$ cat src/rtl/padder_pkg.sv
// Shared constants for the SHA3-512 input padder (576-bit rate, 64-bit words).
package padder_pkg;

  localparam int RATE_BITS = 576;
  localparam int WORD_BITS = 64;
  localparam int NUM_WORDS = RATE_BITS / WORD_BITS;  // 9 words per block

  // Keccak multi-rate padding markers: first pad byte and last byte of block.
  localparam logic [7:0] PAD_START = 8'h01;
  localparam logic [7:0] PAD_END   = 8'h80;

endpackage : padder_pkg

$ cat src/rtl/padder_pad_word.sv
// Builds the final message word: keeps the first byte_num bytes of in
// (most significant first), appends the 0x01 marker and zero-fills the rest.
module padder_pad_word
  import padder_pkg::*;
(
  input  logic [WORD_BITS-1:0] in,
  input  logic [2:0]           byte_num,
  output logic [WORD_BITS-1:0] word
);

  // Byte i sits at bits [63-8i -: 8]; bytes below byte_num are message,
  // byte byte_num is the marker, everything after stays zero.
  always_comb begin
    word = '0;
    for (int i = 0; i < 8; i++) begin
      if (3'(i) < byte_num) begin
        word[63-8*i -: 8] = in[63-8*i -: 8];
      end else if (3'(i) == byte_num) begin
        word[63-8*i -: 8] = PAD_START;
      end
    end
  end

endmodule : padder_pad_word

$ cat src/rtl/padder.sv
// SHA3-512 input stage: packs 64-bit message words into 576-bit blocks and
// applies Keccak multi-rate padding (0x01 ... 0x80).
//
// Handshakes:
//   input  side: a word is consumed on a rising edge when in_ready=1 and
//                buffer_full=0 (and the message is not yet in padding mode).
//   output side: out_ready=1 means out holds a complete block; it stays
//                stable until the consumer pulses f_ack, which empties the
//                buffer on that edge.
module padder
  import padder_pkg::*;
(
  input  logic                 clk,
  input  logic                 reset,
  input  logic [WORD_BITS-1:0] in,
  input  logic                 in_ready,
  input  logic                 is_last,
  input  logic [2:0]           byte_num,
  output logic                 buffer_full,
  output logic [RATE_BITS-1:0] out,
  output logic                 out_ready,
  input  logic                 f_ack
);

  // Thermometer word counter: bit k set means k+1 words are in the buffer.
  logic [NUM_WORDS-1:0] cnt;
  // pad_mode: the last message word has been taken, the rest is padding.
  // done: the padded final block is complete; the padder is idle until reset.
  logic                 pad_mode;
  logic                 done;

  logic                 accept;
  logic                 update;
  logic [WORD_BITS-1:0] padded;
  logic [WORD_BITS-1:0] w;

  assign buffer_full = cnt[NUM_WORDS-1];
  assign out_ready   = buffer_full;

  assign accept = ~pad_mode & in_ready & ~buffer_full;
  assign update = (accept | (pad_mode & ~buffer_full)) & ~done;

  padder_pad_word u_pad_word (
    .in       (in),
    .byte_num (byte_num),
    .word     (padded)
  );

  // Choose the word shifted in this cycle; padding words landing in the
  // ninth slot also carry the closing 0x80 bit.
  always_comb begin
    w = in;
    if (pad_mode) begin
      w = '0;
    end else if (is_last) begin
      w = padded;
    end
    if ((pad_mode | is_last) & cnt[NUM_WORDS-2]) begin
      w[7:0] = w[7:0] | PAD_END;
    end
  end

  // Block buffer, word counter and padding flags.
  always_ff @(posedge clk) begin
    if (reset) begin
      out      <= '0;
      cnt      <= '0;
      pad_mode <= 1'b0;
      done     <= 1'b0;
    end else begin
      if (update) begin
        out <= {out[RATE_BITS-WORD_BITS-1:0], w};
      end
      if (f_ack | update) begin
        cnt <= {cnt[NUM_WORDS-2:0], 1'b1} & {NUM_WORDS{~f_ack}};
      end
      if (accept & is_last) begin
        pad_mode <= 1'b1;
      end
      if (pad_mode & buffer_full) begin
        done <= 1'b1;
      end
    end
  end

endmodule : padder

$ cat config.mk
export PLATFORM = sky130hd
export DESIGN_NAME = padder
export DESIGN_NICKNAME = d
export VERILOG_FILES = /design/src/rtl/padder_pkg.sv /design/src/rtl/padder_pad_word.sv /design/src/rtl/padder.sv
export SDC_FILE = /design/constraint.sdc
export NUM_CORES = 1
export LEC_CHECK = 0
export CAP_MARGIN = 25
export CORE_ASPECT_RATIO = 1.25
export CORE_MARGIN = 2
export CORE_UTILIZATION = 35
export DETAILED_ROUTE_END_ITERATION = 8
export GPL_ROUTABILITY_DRIVEN = 0
export GPL_TIMING_DRIVEN = 0
export PLACE_DENSITY = 0.58
export SYNTH_ARGS = -nofsm -noshare
export SYNTH_HDL_FRONTEND = slang
export SYNTH_HIERARCHICAL = 1
export SYNTH_SLANG_ARGS = --single-unit
$ cat constraint.sdc
create_clock -name clk -period 3.95 [get_ports clk]
set_input_delay 0.395 -clock clk [delete_from_list [all_inputs] [get_ports clk]]
set_output_delay 0.395 -clock clk [all_outputs]
set_load 0.05 [all_outputs]
==> results of run 1 <==
kinds of logic after synthesis:
kind of cell	count (synthesis)	share of synthesized area [%]
DFF	587	46.00
AOI/OAI and AO/OA	596	19.14
muxes	65	2.552
and+or+nand+nor	1232	24.14
other	1	0.01468
buffers and inverters	227	8.159
flip-flops by register name, summed over array words and instances (netlist names):
name and cells:
cnt 9, done 1, out 576, pad_mode 1
cell type report:
cell class,instances,area [um2]
plain buffers,224,2073
clock buffers,98,1898
clock inverters,16,240.2
fillers,6853,36750
inverters,3,11.26
multi-input cells,1900,11730
flip-flops and latches,587,11750
well taps,952,1191
repair buffers,646,6471
power by group through the flow:
stage / clock [mW] / sequential (mW) / combinational, mW
CTS: 6.23 / 6.10 / 1.72
global route: 6.46 / 6.11 / 1.80
floorplan: 0 / 6.50 / 0.867
finish: 6.10 / 6.10 / 1.69
detailed placement: 0 / 6.23 / 1.71
global placement: 0 / 6.23 / 1.70
layer usage:
layer / routed length, um / vias up / GRT usage [%]
li1: - / 10230 / -
met1: 36040 / 9442 / 27.11
met2: 46560 / 542 / 43.10
met3: 5285 / 158 / 5.200
met4: 4140 / 0 / 9.810
met5: 0 / - / 0
path summary, 6_finish.rpt:
kind	startpoint	to	depth (start not counted)
worst max-delay path	cnt[8]	out_ready	2
worst min-delay path	byte_num[0]	out[8]	5
worst max register to register	cnt[8]	out[483]	7
worst min register to register	out[554]	out[554]	2
cells in the mapped netlist, types with 22 or more instances:
library cell	number
a21oi_1	87
a21oi_2	501
buf_1	29
buf_12	59
buf_2	67
clkbuf_1	37
dfxtp_1	587
mux2i_1	64
nand2_1	622
nand2_2	483
nor2b_1	22
or3_1	64
worst max-delay path, stage by stage (launching register included):
cell             delay (ps)
dfxtp_1                 680
buf_4                   200
clkdlybuf4s50_1         790
stage by stage:
| step | area [um2] | std cells | hold slack (ps) | power (mW) |
|---|---|---|---|---|
| 2_1_floorplan | 25570 | 2714 | 440.2 | 7.368 |
| 3_3_place_gp | 33220 | 4311 | 442.7 | 7.930 |
| 3_5_place_dp | 33230 | 4312 | 445.9 | 7.946 |
| 4_1_cts | 35370 | 4426 | 304.9 | 14.05 |
| 5_1_grt | 35370 | 4426 | 418.3 | 14.37 |
| 6_report | 35370 | 4426 | 341.4 | 13.89 |
==> flow_metrics.env, run 1 <==
export IMPL_initial_core_util_pct=35.42
export IMPL_die_w_um=245.6
export IMPL_setup_ws_ps=1264
export IMPL_post_drt_via_cell_ratio=4.604
export IMPL_cts_hold_fix_buffers=0
export IMPL_path_class="flip-flop to primary output"
export IMPL_intPower_mw=10.25
export IMPL_postRouteAntennaNets=0
export IMPL_area_delta_synth_final_pct=38.45
export IMPL_crit_path_end_kind="primary output"
export IMPL_power_frac_seq_pct=43.9
export IMPL_grt_max_degree=16
export IMPL_clock_skew_ps=18.65
export IMPL_async_flop_share_pct=0
export IMPL_worst_path_max_fanout=6
export IMPL_powerDensity_nw_per_um2=392.8
export IMPL_finalMaxSlewViolations=0
export IMPL_grt_total_usage_pct=23.93
export IMPL_peakVddDrop_uv=311.4
export IMPL_fin_crit_sh_pct=67.99
export IMPL_drive_gt1_share_pct=36.10
export IMPL_cts_buffer_depth=3
export IMPL_setup_violations=0
export IMPL_post_cts_resized=0
export IMPL_antenna_found_initial=0
export IMPL_first_pass_iters=4
export IMPL_pwr_share_clk_pct=43.9
export IMPL_tns_ps=0
export IMPL_max_freq_mhz=372.3
export IMPL_wl_per_cell_um=20.79
export IMPL_synth_edff_count=0
export IMPL_grt_overflow_total=0
export IMPL_path_clk_slew_ps=60
export IMPL_p_leak_nw=11.34
export IMPL_synth_seq_cells=587
export IMPL_power_switching_mw=3.647
export IMPL_fp_coreArea_um2=72120
export IMPL_netlist_top_cells_area="dfxtp_1 46%, a21oi_2 17%, nand2_2 12%"
export IMPL_grt_pass1_vias=21060
export IMPL_cp_arrival_ps=2290
export IMPL_final_cell_mix="645 x clkdlybuf4s50_1, 622 x nand2_1, 587 x dfxtp_1"
export IMPL_rrSetupSlack_ps=1900
export IMPL_syn_area_um2=25550
export IMPL_relSlewSlack_pct=31.42
export IMPL_yosys_area_top_type="dfxtp_1"
export IMPL_postSynth_topFlopCell="dfxtp_1"
export IMPL_hpwl_um=75770
export IMPL_syn_avg_cell_area_um2=9.434
export IMPL_route_vias_total=20380
export IMPL_cts_max_level=2
export IMPL_yosysUniqueCellTypes=34
export IMPL_io_buffers=645
export IMPL_required_ps=3560
export IMPL_drv_cap=0
export IMPL_routed_wl_um=92030
export IMPL_worst_pin_slew_ps=1029
export IMPL_status="complete, no violations"
export IMPL_clock_latency_ps=620
export IMPL_rows=110
export IMPL_synth_warnings=6
export IMPL_cts_num_sinks=587
export IMPL_min_period_ps=2686
export IMPL_io_pin_count=650
export IMPL_die_height_um=306.1
export IMPL_die_area_um2=75180
export IMPL_cp_start_kind="flip-flop"
export IMPL_hold_class="input pin to flip-flop"
export IMPL_drtIter0Drc=855
export IMPL_clockRootBuffer="clkbuf_16"
export IMPL_p_comb_share_pct=12.2
export IMPL_syn_inst=2708
export IMPL_post_cts_buffers=0
export IMPL_synth_top_area_share_pct=46.00
export IMPL_hold_violations=0
export IMPL_final_util_pct=49.04
export IMPL_rsz0062_at_grt="false"
export IMPL_place_ws_ps=1302
export IMPL_antenna_cells=0
export IMPL_nets=3495
export IMPL_grt_pass1_wl_um=136600
export IMPL_switching_share_pct=26.25
export IMPL_cts_made_buffers=61
export IMPL_cts_tree="done"
export IMPL_layout_commonest_cell="clkdlybuf4s50_1"
export IMPL_seq_area_frac_synth_pct=46.00
export IMPL_drc_errors=0
No activity file was read; power rests on OpenSTA's default activity.
==> run 2: changes to the inputs <==
- PLACE_DENSITY: 0.58 -> 0.61
- clock period: 3.95 -> 2.2 ns (I/O delays scaled with it)
==> flow_metrics.env, run 2 (same netlist as run 1, synthesis figures left out) <==
export IMPL_rsz0062_at_grt="false"
export IMPL_max_freq_mhz=462.6
export IMPL_hold_violations=0
export IMPL_routed_wl_um=91780
export IMPL_grt_total_usage_pct=23.73
export IMPL_power_total_mw=24.63
export IMPL_grt_pass1_wl_um=134100
export IMPL_path_class="flip-flop to primary output"
export IMPL_placed_cell_area_um2=33220
export IMPL_hpwl_um=74330
export IMPL_cts_tree="done"
export IMPL_worst_path_max_fanout=3
export IMPL_io_buffers=645
export IMPL_drive_gt1_share_pct=36.20
export IMPL_area_delta_synth_final_pct=37.91
export IMPL_min_period_ps=2162
export IMPL_p_leak_nw=11.80
export IMPL_cts_made_buffers=61
export IMPL_initial_core_util_pct=35.42
export IMPL_finalMaxSlewViolations=0
export IMPL_cp_start_kind="flip-flop"
export IMPL_first_pass_iters=5
export IMPL_critical_path_top_delay_family="buffers and inverters"
export IMPL_slowest_delay_ps=900
export IMPL_relSlewSlack_pct=35.33
export IMPL_die_w_um=245.6
export IMPL_rows=110
export IMPL_die_area_um2=75180
export IMPL_io_pin_count=650
export IMPL_cp_arrival_ps=1940
export IMPL_layout_commonest_cell="nand2_1"
export IMPL_cts_hold_fix_buffers=0
export IMPL_powerDensity_nw_per_um2=699.0
export IMPL_post_drt_via_cell_ratio=4.565
export IMPL_crit_chain="clkdlybuf4s50_1"
export IMPL_path_buf_inv=1
export IMPL_layout_cells_non_filler=4422
export IMPL_die_height_um=306.1
export IMPL_route_vias_total=20190
export IMPL_antenna_cells=0
export IMPL_path_clk_slew_ps=60
export IMPL_clockRootBuffer="clkbuf_16"
export IMPL_clock_skew_ps=21.49
export IMPL_dpl_cell_count=4311
export IMPL_antenna_found_initial=0
export IMPL_nets=3495
export IMPL_grt_max_degree=15
export IMPL_clock_latency_ps=620
export IMPL_postRouteAntennaNets=0
export IMPL_cts_num_sinks=587
export IMPL_grt_pass1_vias=19820
export IMPL_drtIter0Drc=849
export IMPL_holdWs_ps=257.0
export IMPL_hold_class="input pin to flip-flop"
export IMPL_final_cell_mix="622 x nand2_1, 586 x dfxtp_1, 583 x clkdlybuf4s50_1"
export IMPL_peakVddDrop_uv=650.8
export IMPL_wl_per_cell_um=20.76
export IMPL_largest_registers="out x576, cnt x9"
export IMPL_fp_coreArea_um2=72120
export IMPL_required_ps=1980
export IMPL_crit_path_end_kind="primary output"
export IMPL_drc_errors=0
export IMPL_largest_reg_flops=576
export IMPL_setup_violations=0
export IMPL_drv_cap=0
export IMPL_status="complete, no violations"
export IMPL_cts_buffer_depth=3
export IMPL_regMostFlops="out"
export IMPL_worst_path_max_delay_cell="clkdlybuf4s50_1"
export IMPL_final_area_um2=35230
export IMPL_grt_overflow_total=0
export IMPL_worst_pin_slew_ps=970.0
export IMPL_post_cts_buffers=0
export IMPL_fin_crit_sh_pct=98.25
export IMPL_cts_max_level=2
-- run 2: changes by cell type in the layout (fill, tap and decap cells not counted), sizes merged --
cell	delta
clkbuf	-16
dlymetal6s2s	+16
dlygate4sd2	+46
clkinvlp	+3
clkinv	+9
clkdlybuf4s50	-62
-- run 2: repair_timing --
item | CTS | global route
resized for setup | 47 | 16
endpoints found under the setup margin | 46 | 16
endpoints found under the hold margin | 0 | 0
pin swaps | 0 | 0
-- run 2: cell type report --
| class | count | area, um2 |
|---|---|---|
| clock buffer | 82 | 1705 |
| clock inverter | 28 | 311.5 |
| fill | 7109 | 36890 |
| buffer | 224 | 2073 |
| sequential | 587 | 11750 |
| timing repair buffer | 646 | 6454 |
| multi-input combinational | 1900 | 11730 |
| inverter | 3 | 11.26 |
| tap | 952 | 1191 |
-- run 2: layer usage --
metal	vias up	share of wire, %	global-route usage (%)
met4	0	3.3	7.315
met1	9349	40	27.82
li1	10240	-	-
met5	-	0	0
met3	122	5.3	4.727
met2	478	51	43.07
-- run 2: stage by stage --
stage               utilization [%]  setup WS [ps]  setup TNS [ps]
floorplan                         -          525.8               0
global placement              46.06         -193.9          -38910
detailed placement            46.06         -177.4          -28720
CTS                           48.78         0.5462               0
global route                  48.85         0.4563               0
finish                        48.85          38.47               0
-- run 2: power by group --
group          total [mW]  switching (mW)  internal (mW)
clock network        10.6            4.49           6.12
logic                3.06            2.04           1.03
registers            11.0           0.165           10.8
total                24.6            6.69           17.9
-- run 2: worst paths after layout --
| check | startpoint | to | slack, ps | depth (start not counted) |
|---|---|---|---|---|
| worst max register to register | pad_mode | out[32] | 190 | 4 |
| worst max-delay path | out[306] | out[306] | 40 | 1 |
| worst min register to register | out[553] | out[553] | 450 | 2 |
| worst min-delay path | is_last | pad_mode | 260 | 5 |
==> run 3: changes to the inputs <==
- MAX_ROUTING_LAYER: default -> met4
- PLACE_DENSITY: 0.61 -> 0.58
- clock period: 2.2 -> 2.05 ns (I/O delays scaled with it)
==> flow_metrics.env, run 3 (same netlist as run 1, synthesis figures left out) <==
export IMPL_postRouteAntennaNets=0
export IMPL_final_area_um2=34780
export IMPL_routed_wl_um=91990
export IMPL_cts_hold_fix_buffers=0
export IMPL_relSlewSlack_pct=31.43
export IMPL_final_cell_mix="622 x nand2_1, 585 x dfxtp_1, 510 x dlygate4sd2_1"
export IMPL_nets=3496
export IMPL_path_buf_inv=1
export IMPL_holdWs_ps=166.3
export IMPL_max_freq_mhz=500.5
export IMPL_drc_errors=0
export IMPL_r2r_end="out[483]"
export IMPL_cts_num_sinks=587
export IMPL_finalMaxSlewViolations=0
export IMPL_initial_core_util_pct=35.42
export IMPL_cts_max_level=2
export IMPL_min_period_ps=1998
export IMPL_multiInputGateArea_um2=11730
export IMPL_r2r_start="cnt[8]"
export IMPL_path_clk_slew_ps=60
export IMPL_p_leak_nw=14.05
export IMPL_layout_cells_non_filler=4427
export IMPL_min_delay_start="byte_num[0]"
export IMPL_grt_overflow_total=0
export IMPL_hold_violations=0
export IMPL_drtIter0Drc=850
export IMPL_fin_crit_sh_pct=97.46
export IMPL_seq_area_um2=11750
export IMPL_min_delay_path_depth=5
export IMPL_rrSetupSlack_ps=130
export IMPL_antenna_found_initial=2
export IMPL_regMostFlops="out"
export IMPL_crit_path_end_kind="primary output"
export IMPL_layout_commonest_cell="nand2_1"
export IMPL_fp_coreArea_um2=72120
export IMPL_area_delta_synth_final_pct=36.14
export IMPL_cts_tree="done"
export IMPL_grt_pass1_vias=21080
export IMPL_worst_path_max_fanout=3
export IMPL_largest_registers="out x576, cnt x9"
export IMPL_setup_violations=0
export IMPL_hold_class="input pin to flip-flop"
export IMPL_die_height_um=306.1
export IMPL_io_pin_count=650
export IMPL_critical_path_top_delay_family="buffers and inverters"
export IMPL_grt_total_usage_pct=24.70
export IMPL_wl_per_cell_um=20.78
export IMPL_antenna_cells=0
export IMPL_peakVddDrop_uv=601.2
export IMPL_die_area_um2=75180
export IMPL_status="complete, no violations"
export IMPL_dpl_cell_count=4312
export IMPL_hold_end="out[8]"
export IMPL_crit_chain="clkdlybuf4s50_1"
export IMPL_drv_cap=0
export IMPL_first_pass_iters=5
export IMPL_cp_arrival_ps=1790
export IMPL_die_w_um=245.6
export IMPL_path_class="flip-flop to primary output"
export IMPL_post_drt_via_cell_ratio=4.613
export IMPL_cts_buffer_depth=3
export IMPL_hpwl_um=75770
export IMPL_cp_start_kind="flip-flop"
export IMPL_clock_skew_ps=16.72
export IMPL_worst_pin_slew_ps=1029
export IMPL_clockRootBuffer="clkbuf_16"
export IMPL_power_total_mw=26.66
export IMPL_powerDensity_nw_per_um2=766.4
export IMPL_required_ps=1850
export IMPL_grt_pass1_wl_um=137000
export IMPL_placed_cell_area_um2=33230
export IMPL_rr_worst_depth=7
export IMPL_drive_gt1_share_pct=36.23
export IMPL_io_buffers=645
export IMPL_grt_max_degree=16
export IMPL_rsz0062_at_grt="false"
export IMPL_rows=110
export IMPL_route_vias_total=20420
export IMPL_slowest_delay_ps=820
export IMPL_largest_reg_flops=576
export IMPL_cts_made_buffers=61
export IMPL_worst_path_max_delay_cell="clkdlybuf4s50_1"
export IMPL_clock_latency_ps=610
export IMPL_nFillCells=7110
## run 3: final cells by class
type                       instances  share of cell area [%]
multi-input combinational       1900                   33.74
sequential                       587                   33.79
clock inverter                    16                  0.6907
buffer                           224                   5.964
tap                              952                   3.425
inverter                           3                 0.03238
clock buffer                      98                   5.457
timing repair buffer             647                   16.90
## run 3: stage by stage
step | setup slack (ps) | util (%) | TNS, ps
final | 51.98 | 48.23 | 0
after global routing | 0.09548 | 48.23 | 0
after CTS | 0.2047 | 48.16 | 0
after global placement | -406.2 | 46.06 | -127470
after floorplan | 375.8 | - | 0
after detailed placement | -408.1 | 46.08 | -126270
## run 3: worst max-delay path by stage
stage | slack [ps] | from | endpoint | cells after the start
final | 50 | out[502] | out[502] | 1
after CTS | 0.2 | out[246] | out[246] | 1
after detailed placement | -410 | reset | out[35] | 5
after global routing | 0.1 | out[519] | out[519] | 1
after global placement | -410 | reset | out[32] | 5
after floorplan | 380 | cnt[8] | out[152] | 7
## run 3: what timing repair did
item,4_1_cts,5_1_grt
pin swaps,0,1
resized for setup,517,19
buffers inserted,0,1
cloned,0,0
endpoints found under the setup margin,519,30
## run 3: per-layer routing
layer	routed length [um]	global-route usage [%]	vias up	part of all wire (%)
li1	-	-	10250	-
met1	35910	27.17	9474	39
met2	46570	43.23	537	51
met3	5297	5.165	166	5.8
met4	4209	9.951	0	4.6
met5	0	-	-	0
## run 3: power breakdown
group	internal (mW)	switching, mW
combinational	1.00	2.15
sequential	11.6	0.176
clock	7.05	4.70
total	19.6	7.02
